### config.mk
export PLATFORM = sky130hd
export DESIGN_NAME = entry_handler
export DESIGN_NICKNAME = d
export VERILOG_FILES = /design/src/rtl/safe_pkg.sv /design/src/rtl/rise_detect.sv /design/src/rtl/entry_handler.sv
export SDC_FILE = /design/constraint.sdc
export NUM_CORES = 1
export LEC_CHECK = 0
export BUFFER_PORTS_ARGS = -buffer_cell sky130_fd_sc_hd__buf_4
export CORE_AREA = 2 2 39 41
export CTS_CLUSTER_DIAMETER = 100
export DETAILED_ROUTE_END_ITERATION = 10
export DIE_AREA = 0 0 41 43
export PLACE_DENSITY = 0.51
export SYNTH_ARGS = -nofsm -noshare
export SYNTH_HDL_FRONTEND = slang
export SYNTH_SLANG_ARGS = --single-unit
### constraint.sdc
create_clock -name clk -period 2.2 [get_ports clk]
set_clock_uncertainty 0.1 [all_clocks]
set_input_delay 0.11 -clock clk [delete_from_list [all_inputs] [get_ports clk]]
set_output_delay 0.11 -clock clk [all_outputs]
set_load 0.01 [all_outputs]
### src/rtl/safe_pkg.sv
// Types and constants shared by the safe controller's code-entry blocks.
package safe_pkg;

    typedef enum logic [1:0] {
        DISABLED = 2'd0,
        READY    = 2'd1,
        FULL     = 2'd2
    } entry_state_t;

    // Digits per code; also used by the code register and comparator.
    localparam int unsigned DIGIT_LIMIT_DEF = 4;

endpackage

### src/rtl/rise_detect.sv
// Registered rising-edge detector for a clk-synchronous strobe.
module rise_detect (
    input  logic clk,
    input  logic sys_reset,
    input  logic d,
    output logic rise
);

    logic prev_q;

    always_ff @(posedge clk) begin
        if (sys_reset) begin
            prev_q <= 1'b0;
        end else begin
            prev_q <= d;
        end
    end

    assign rise = d & ~prev_q;

endmodule

### src/rtl/entry_handler.sv
// Turns debounced key strobes into one-cycle store/increment pulses while entry
// is enabled, capping the number of accepted digits per enable window.
module entry_handler
    import safe_pkg::*;
#(
    parameter int unsigned DIGIT_LIMIT = DIGIT_LIMIT_DEF
) (
    input  logic clk,
    input  logic sys_reset,
    input  logic enable_entry,
    input  logic entry_pulse,
    output logic store_digit_pulse,
    output logic increment_counter_pulse
);

    localparam int unsigned CNT_W = (DIGIT_LIMIT == 0) ? 1 : $clog2(DIGIT_LIMIT + 1);
    localparam logic [CNT_W-1:0] CNT_MAX = '1;
    localparam logic [CNT_W-1:0] LIMIT = CNT_W'(DIGIT_LIMIT);

    entry_state_t     state_q;
    logic [CNT_W-1:0] count_q;
    logic             pulse_q;
    logic             rise;
    logic             accept;
    logic [CNT_W-1:0] count_nxt;

    rise_detect u_rise_detect (
        .clk       (clk),
        .sys_reset (sys_reset),
        .d         (entry_pulse),
        .rise      (rise)
    );

    // DISABLED still accepts on the edge where enable is already high.
    assign accept    = enable_entry & rise & (state_q != FULL);
    assign count_nxt = (count_q == CNT_MAX) ? count_q : count_q + 1'b1;

    always_ff @(posedge clk) begin
        if (sys_reset) begin
            state_q <= DISABLED;
            count_q <= '0;
            pulse_q <= 1'b0;
        end else begin
            pulse_q <= accept;
            if (!enable_entry) begin
                state_q <= DISABLED;
                count_q <= '0;
            end else if (accept) begin
                count_q <= count_nxt;
                state_q <= (DIGIT_LIMIT != 0 && count_nxt == LIMIT) ? FULL : READY;
            end else if (state_q == DISABLED) begin
                state_q <= READY;
            end
        end
    end

    // Both strobes come from one register so they can never diverge.
    assign store_digit_pulse       = pulse_q;
    assign increment_counter_pulse = pulse_q;

endmodule

==> results of run 1 <==
==> metal layers <==
metal	track usage [%]	wire, um
met5	0	0
met1	11.2	275
met2	11.3	272
met3	3.14	9
met4	12.0	0
==> area by class of cell <==
| class | count | share of cell area (%) |
|---|---|---|
| flip-flops and latches | 7 | 33.0 |
| well taps | 16 | 4.72 |
| repair buffers | 7 | 13.6 |
| clock buffers | 4 | 6.19 |
| multi-input cells | 25 | 42.5 |
==> stage by stage <==
step | hold WS (ns) | instances | power, mW
finish | 0.141 | 59 | 0.278
global route | 0.167 | 59 | 0.300
CTS | 0.134 | 59 | 0.284
detailed placement | 0.186 | 53 | 0.159
global placement | 0.189 | 53 | 0.160
floorplan | 0.0816 | 33 | 0.151
==> placed cells by master (no fill, tap or decap) <==
cell | netlist | routed
clkbuf_1 | 0 | 1
nand3b_1 | 1 | 1
nand2b_1 | 1 | 1
a211oi_2 | 1 | 1
and2b_1 | 1 | 1
a211o_1 | 1 | 1
mux2i_1 | 2 | 2
nor3b_1 | 1 | 1
nor2_1 | 4 | 4
dlygate4sd3_1 | 0 | 2
nor2b_1 | 2 | 2
clkbuf_4 | 0 | 3
or3b_1 | 2 | 2
a21oi_1 | 2 | 2
nand2_1 | 2 | 2
nor3_1 | 1 | 1
xor2_1 | 2 | 2
buf_4 | 1 | 5
ha_1 | 1 | 1
nor3b_2 | 1 | 1
dfxtp_1 | 7 | 7
==> logic make-up after synthesis <==
family          synth area share [%]
simple gates                    30.2
mux                             6.11
xor+xnor                        5.34
flops                           42.7
buf+inv                         2.29
fa+ha+maj                       3.82
compound gates                  9.54
==> where the power goes <==
group	switching, mW	internal, mW
clock	0.0490	0.0693
combinational	0.0113	0.0148
sequential	0.00223	0.131
total	0.0625	0.215
==> worst register-to-register path, delay by kind of cell (launching register included) <==
kind / cells / cell delay, ns
AND/OR/NAND/NOR: 2 / 0.51
flip-flops: 1 / 0.34
adder cells (fa/ha/maj): 1 / 0.33
AO/OA/AOI/OAI: 1 / 0.32
==> worst paths after layout <==
path	cells past startpoint	slack (ns)	to
worst max-delay path	4	0.48	state_q[0]
worst min-delay path	3	0.14	increment_counter_pulse
worst min register to register	2	0.43	count_q[1]
worst max register to register	4	0.48	state_q[0]
==> registers in the layout, indices dropped and copies added (netlist names) <==
name	count
count_q	3
state_q	2
increment_counter_pulse	1
u_rise_detect.prev_q	1
==> what timing repair did <==
item                                    4_1_cts  5_1_grt
hold buffers                                  2        0
endpoints found under the setup margin        0        0
hold endpoints to repair                      2        0
==> metrics.cfg, run 1 <==
[sta]
max_freq_ghz = 0.581
relSlewSlack_pct = 83.5
setup_violations = 0
finalHoldViolCount = 0
worstMarginPinSlew_ns = 0.246
period_needed_ns = 1.72
drv_slew = 0
setup_ws_ns = 0.478
period_share_pct = 78.3
rsz0062_at_grt = no
setup_tns_ns = 0

[placement]
dpl_worst_slack_ns = 0.500
numPortBuffers = 5
postPlaceCellArea_um2 = 378
place_congestion = 0.712

[global_routing]
grtUsageTotal_pct = 9.53
overflow = 0
grt_pass1_wl_mm = 1.01
antenna_found_initial = 0
grt_pass1_vias = 239
grt_max_degree = 6

[yosys]
synth-async-reset-ratio_pct = 0
synth_edf_count = 0
yosysTopAreaCell = dfxtp_1
syn-num-nets = 38
ys_seq_area_share_pct = 42.7
synth-seq-cells = 7
synth_cell_types = 18
syn_area_um2 = 328
synthCells = 33
synthTopCellsByCount = dfxtp_1 (7), nor2_1 (4)
netlist_top_cells_area = dfxtp_1 (43%), mux2i_1 (6.1%), or3b_1 (5.3%)
yosysMostFrequentCell = dfxtp_1
yosys_warnings = 0
avgSynthCellArea_um2 = 9.93
synth_top_area_share_pct = 42.7
synth_top_flop_cell = dfxtp_1

[cells_and_area]
nFillCells = 147
drive_gt1_share_pct = 23.3
postLayoutCoreUtil_pct = 30.7
layout.nets = 49
register_area_um2 = 140
area_growth_pct = 29.4
antennaDiodeCount = 0
multi_input_area_um2 = 180
final_area_um2 = 424

[clock_tree]
cts_setup_buffers = 0
cts.sinks = 7
cts_resized = 0
root_buffer = clkbuf_4
cts.clk_slew.worst_paths_ns = 0.06
cts_buffers = 3
h-tree-depth = 1
cts_buffer_depth = 2
cts_tree = done
worst_skew_pair.late_latency_ns = 0.25

[outcome]
status = complete, no violations

[worst_setup_path]
path_delay_family = simple AND/OR/NAND/NOR gates
cpMaxStageDelayCell = or3b_1
rr_startpoint = count_q[0]
slowest_delay_ns = 0.35
critical_path_required_ns = 2.23
cp.arrival_ns = 1.75
path_cells = ha_1 > or3b_1 > a211o_1 > nor3b_2
cp_num_buf_inv = 0
crit_type = reg -> reg
crit_path_start_kind = register
endpoint_kind = register
cp_max_fo = 3
startpoint = count_q[0]

[drt]
first_pass_iters = 1
wl_um = 557
via_per_inst = 4.08
vias = 241
drt_iter0_markers = 0
wl_per_cell_um = 9.44
remaining_drc_errors = 0
ant_nets = 0

[worst_hold_path]
hold_class = in -> reg
min_from = enable_entry

[die]
start_util_pct = 23.7
die_y_um = 43
ios = 6
fp.dieW_um = 41
row_count = 14
core_um2 = 1380
dieArea_um2 = 1760

[pwr]
ir_drop_uv = 177
powerDensity_nw_per_um2 = 654
p_leak_nw = 0.172

[flow_run]
maxCapViolCount = 0

(Power assumes the default switching activity.)
==> inputs of run 2 (changes only) <==
Settings changed: ABC_AREA set to 1.
Clock period 2.2 ns to 1.8 ns, I/O delays scaled along.
==> metrics.cfg, run 2 <==
[outcome]
status = complete, no violations

[sta]
setup_tns_ns = 0  ; unchanged
max_freq_ghz = 0.764
period_needed_ns = 1.31
whs_ns = 0.104  ; -0.0368 ns
setup_violations = 0  ; unchanged
relSlewSlack_pct = 86.7  ; +3.2 points
drv_slew = 0  ; unchanged
period_share_pct = 72.7
rsz0062_at_grt = no
worstMarginPinSlew_ns = 0.198  ; -0.0481 ns
finalHoldViolCount = 0  ; unchanged

[yosys]
yosysTopAreaCell = dfxtp_1
ys_seq_area_share_pct = 42.1  ; -0.64 points
synthTopCellsByCount = nor2_1 (10), nand2_1 (9), dfxtp_1 (7)
avgSynthCellArea_um2 = 7.08  ; -29%
synthCells = 47  ; +42%
yosys_warnings = 0  ; unchanged
synth_cell_types = 15  ; -3
synth_edf_count = 0  ; unchanged
synth-seq-cells = 7  ; unchanged
synth_top_area_share_pct = 42.1  ; -0.64 points
yosysMostFrequentCell = nor2_1
synth_top_flop_cell = dfxtp_1
syn-num-nets = 52  ; +37%
netlist_top_cells_area = dfxtp_1 (42%), nor2_1 (11%), nand2_1 (10%)
synth-async-reset-ratio_pct = 0  ; unchanged
syn_area_um2 = 333  ; +1.5%

[cells_and_area]
final_common_cell = nor2_1
drive_gt1_share_pct = 21.1  ; -2.2 points
final_cell_count_no_fill = 73  ; +24%
layout.nets = 63  ; +29%
top_register = count_q
antennaDiodeCount = 0  ; unchanged
largest_reg_flops = 3  ; unchanged
final_cell_mix = nor2_1 (10), nand2_1 (9), dfxtp_1 (7)
largest_registers = count_q: 3 flops, state_q: 2 flops
area_growth_pct = 28.9

[pwr]
ir_drop_uv = 184  ; +4.0%
power_mw = 0.342  ; +23%
pwr-share-comb_pct = 9.8  ; +0.4 points
clockPowerShare_pct = 42.6  ; about the same
p_leak_nw = 0.206  ; +20%
internal-power_mw = 0.261  ; +21%
powerDensity_nw_per_um2 = 796  ; +22%
switchingPower_mw = 0.0811  ; +30%
p_sw_share_pct = 23.7  ; +1.2 points
pwr-share-seq_pct = 47.6  ; -0.4 points

[clock_tree]
cts_buffers = 3  ; unchanged
cts_buffer_depth = 2  ; unchanged
root_buffer = clkbuf_4
cts.clk_slew.worst_paths_ns = 0.06  ; about the same
cts_resized = 0  ; unchanged
cts.sinks = 7  ; unchanged
h-tree-depth = 1  ; unchanged
cts_tree = done
worst_skew_pair.late_latency_ns = 0.25  ; about the same

[worst_setup_path]
critical_path_required_ns = 1.90  ; -0.33 ns
rr_startpoint = count_q[0]
crit_type = in -> reg
crit_path_start_kind = input pin
r2r_slack_ns = 0.50  ; +0.02 ns
cp.arrival_ns = 1.41  ; -0.34 ns
endpoint_kind = register
cp_max_fo = 3  ; unchanged
startpoint = sys_reset

[die]
fp.dieW_um = 41  ; unchanged
start_util_pct = 24.1  ; +0.36 points
dieArea_um2 = 1760  ; unchanged
ios = 6  ; unchanged
row_count = 14  ; unchanged
die_y_um = 43  ; unchanged
core_um2 = 1380  ; unchanged

[global_routing]
grt_pass1_wl_um = 924  ; -8.2%
grt_pass1_vias = 248  ; +3.8%
antenna_found_initial = 0  ; unchanged
grtUsageTotal_pct = 8.64  ; -0.89 points
overflow = 0  ; unchanged
grt_max_degree = 6  ; unchanged

[placement]
dpl.cell_count = 67  ; +26%
place_congestion = 0.660  ; -7.3%
post-dp-hpwl_um = 435
numPortBuffers = 5  ; unchanged

[drt]
remaining_drc_errors = 0  ; unchanged
drt_iter0_markers = 11  ; +11
wl_um = 574  ; +3.1%
first_pass_iters = 4  ; +3
wl_per_cell_um = 7.86  ; -17%
via_per_inst = 4.00  ; -2.1%
ant_nets = 0  ; unchanged
vias = 292  ; +21%

[worst_hold_path]
hold_class = in -> reg
min_from = enable_entry

[flow_run]
maxCapViolCount = 0  ; unchanged

-- run 2: changes by cell type after synthesis, moves of 2 or more --
cell	delta
nand2_1	+7
inv_1	+6
nor2_1	+6
mux2i_1	-2
nand3_1	+2
nor2b_1	-2
o21ai_0	+2
or3b_1	-2
xor2_1	-2
-- run 2: worst max-delay path, stage by stage --
cell and delay (ns):
dlygate4sd3_1 0.54, buf_4 0.14, nor2_1 0.09, dlygate4sd3_1 0.54
-- run 2: logic make-up after synthesis --
kind of cell | count (synthesis) | share of synthesized area, %
flip-flops | 7 | 42.1
AND/OR/NAND/NOR | 24 | 33.1
buffers and inverters | 9 | 11.3
adder cells (fa/ha/maj) | 1 | 3.76
AO/OA/AOI/OAI | 6 | 9.77
-- run 2: what timing repair did --
item                                    CTS  global route
endpoints found under the setup margin    0             0
hold buffers                              2             0
setup buffers                             0             0
endpoints found under the hold margin     2             0
-- run 2: metrics by stage --
stage / setup WS, ns / utilization, % / area, um2
after CTS: 0.494 / 31.0 / 429
after detailed placement: 0.502 / 27.7 / 383
after global routing: 0.363 / 31.0 / 429
after floorplan: 0.597 / - / 333
final: 0.491 / 31.0 / 429
after global placement: 0.515 / 27.7 / 383
-- run 2: area by class of cell --
type / count / area (um2)
sequential: 7 / 140
multi-input combinational: 31 / 155
tap: 16 / 20.0
inverter: 8 / 30.0
clock buffer: 4 / 26.3
fill: 162 / 955
timing repair buffer: 7 / 57.6
-- run 2: worst paths after layout --
path / endpoint / cells after the start
setup / recovery: u_rise_detect.prev_q / 4
hold / removal: count_q[1] / 5
setup reg to reg: state_q[0] / 8
hold reg to reg: state_q[1] / 2
-- run 2: power by group through the flow --
stage / Clock (mW) / Combinational, mW / Sequential [mW]
after floorplan: 0 / 0.0192 / 0.166
final: 0.146 / 0.0335 / 0.163
after detailed placement: 0 / 0.0301 / 0.166
after CTS: 0.153 / 0.0336 / 0.162
after global routing: 0.157 / 0.0394 / 0.163
after global placement: 0 / 0.0303 / 0.166
-- run 2: metal layers --
metal  vias up  routed length [um]  GRT usage (%)
met1       116                 279           9.35
met5         -                   0              0
met3         4                  43           4.71
met4         0                  24           8.00
li1        163                   -              -
met2         9                 227           11.3
==> inputs of run 3 (changes only) <==
Settings changed: PLACE_DENSITY 0.51 to 0.53.
Clock period 1.8 ns to 1.1 ns, I/O delays scaled along.
==> metrics.cfg, run 3 (same netlist as run 2, synthesis figures left out) <==
[clock_tree]
h-tree-depth = 1  ; unchanged
worst_skew_pair.late_latency_ns = 0.25  ; about the same
cts.sinks = 7  ; unchanged
root_buffer = clkbuf_4
cts_setup_buffers = 0  ; unchanged
cts_buffers = 3  ; unchanged
cts_tree = done
cts.clk_slew.worst_paths_ns = 0.06  ; about the same
cts_buffer_depth = 2  ; unchanged

[global_routing]
overflow = 0  ; unchanged
grt_max_degree = 6  ; unchanged
grt_pass1_vias = 273  ; +10%
antenna_found_initial = 0  ; unchanged
grt_pass1_wl_um = 993  ; +7.5%
grtUsageTotal_pct = 8.65  ; +0.0087 points

[pwr]
ir_drop_uv = 679  ; +270%
p_leak_nw = 0.225  ; +9.2%
power_mw = 0.565  ; +65%
powerDensity_nw_per_um2 = 1180  ; +48%

[worst_hold_path]
holdPathEnd = state_q[0]
min_from = sys_reset
hold_path_depth = 4  ; -1
hold_class = in -> reg

[cells_and_area]
area_growth_pct = 44.0
top_register = count_q
postLayoutCoreUtil_pct = 34.6  ; +3.6 points
final_cell_count_no_fill = 77  ; +5.5%
layout.nets = 67  ; +6.3%
antennaDiodeCount = 0  ; unchanged
largest_reg_flops = 3  ; unchanged
largest_registers = count_q: 3 flops, state_q: 2 flops
drive_gt1_share_pct = 31.1  ; +10 points
nFillCells = 157  ; -3.1%
final_cell_mix = nor2_1 (10), nand2_1 (8), buf_4 (8)
final_common_cell = nor2_1

[die]
core_um2 = 1380  ; unchanged
dieArea_um2 = 1760  ; unchanged
row_count = 14  ; unchanged
start_util_pct = 24.1  ; unchanged
ios = 6  ; unchanged
die_y_um = 43  ; unchanged
fp.dieW_um = 41  ; unchanged

[worst_setup_path]
endpoint_kind = register
slowest_delay_ns = 0.34  ; -0.20 ns
crit_path_start_kind = register
cp.arrival_ns = 1.20  ; -0.21 ns
path_cells = ha_4 > nand2_2 > nand2_1 > nand2_1 > nor2_1 > nand2_1 > nand2_1 > a21oi_1
cp_max_fo = 5  ; +2
critical_path_required_ns = 1.15  ; -0.75 ns
r2r_slack_ns = -0.06  ; -0.56 ns
path_delay_family = simple AND/OR/NAND/NOR gates
cpMaxStageDelayCell = dfxtp_2
rr_startpoint = count_q[1]
r2r_cells = 8  ; unchanged
cp_common_cell = nand2_1
crit_type = reg -> reg
worstReg2RegEnd = state_q[0]
cp_num_buf_inv = 0  ; -3

[drt]
ant_nets = 0  ; unchanged
via_per_inst = 3.99  ; -0.32%
vias = 307  ; +5.1%
wl_per_cell_um = 7.74  ; -1.6%
first_pass_iters = 3  ; -1
remaining_drc_errors = 0  ; unchanged
drt_iter0_markers = 2  ; -9
wl_um = 596  ; +3.8%

[sta]
max_freq_ghz = 0.864
setup_ws_ns = -0.0572  ; -0.548 ns
relSlewSlack_pct = 86.2  ; -0.51 points
drv_slew = 0  ; unchanged
whs_ns = 0.0296  ; -0.0741 ns
setup_violations = 3  ; +3
rsz0062_at_grt = yes
period_share_pct = 105
worstMarginPinSlew_ns = 0.206  ; +0.00757 ns
finalHoldViolCount = 0  ; unchanged
period_needed_ns = 1.16

[flow_run]
maxCapViolCount = 0  ; unchanged

[placement]
numPortBuffers = 5  ; unchanged
post-dp-hpwl_um = 449  ; +3.2%
dpl.cell_count = 70  ; +4.5%
place_congestion = 0.786  ; +19%

[outcome]
violations = setup timing
status = finished, violations left

[run 3: cell count changes in the layout (fill, tap and decap cells not counted), sizes merged]
cell | previous run | this run
buf | 5 | 8
dlygate4sd3 | 2 | 3
[run 3: power breakdown]
group          switching [mW]  leakage [nW]  internal (mW)
sequential            0.00459        0.0581          0.262
clock                  0.0950        0.0150          0.138
combinational          0.0299         0.152         0.0344
total                   0.129         0.225          0.435
[run 3: worst max path at each step]
stage | from | cells after the start | endpoint | slack (ns)
global route | count_q[1] | 8 | state_q[0] | -0.14
global placement | count_q[1] | 8 | state_q[0] | -0.05
CTS | count_q[1] | 8 | state_q[0] | -0.07
detailed placement | count_q[1] | 8 | state_q[0] | -0.07
finish | count_q[1] | 8 | state_q[0] | -0.06
floorplan | count_q[1] | 8 | state_q[0] | -0.007
[run 3: worst register-to-register path, delay by kind of cell, from the launching register on]
| family | cells | cell delay (ns) |
|---|---|---|
| fa+ha+maj | 1 | 0.16 |
| flops | 1 | 0.34 |
| compound gates | 1 | 0.05 |
| simple gates | 6 | 0.41 |
[run 3: through the flow]
stage	worst slack [ns]	cell area [um2]	setup TNS, ns
2_1_floorplan	-0.00709	350	-0.00709
3_3_place_gp	-0.0495	423	-0.114
3_5_place_dp	-0.0703	423	-0.150
4_1_cts	-0.0718	479	-0.168
5_1_grt	-0.143	479	-0.446
6_report	-0.0572	479	-0.135
[run 3: repair_timing]
item | 4_1_cts | 5_1_grt
endpoints found under the hold margin | 2 | 0
setup endpoints to repair | 4 | 5
hold buffers | 3 | 0
pin swaps | 0 | 0
resized for setup | 0 | 0
[run 3: metal layers]
layer / share of wire (%) / track usage (%) / wire (um)
met4: 0 / 4.00 / 0
met2: 46 / 12.2 / 272
met3: 8.1 / 6.28 / 48
met5: 0 / 0 / 0
met1: 46 / 9.39 / 276
[run 3: cell type report]
cell class              instances  area (um2)  share of cell area (%)
clock buffers                   4        26.3                    5.48
inverters                       8        30.0                    6.27
multi-input cells              31         170                    35.5
flip-flops and latches          7         143                    29.8
well taps                      16        20.0                    4.18
repair buffers                 11        90.1                    18.8
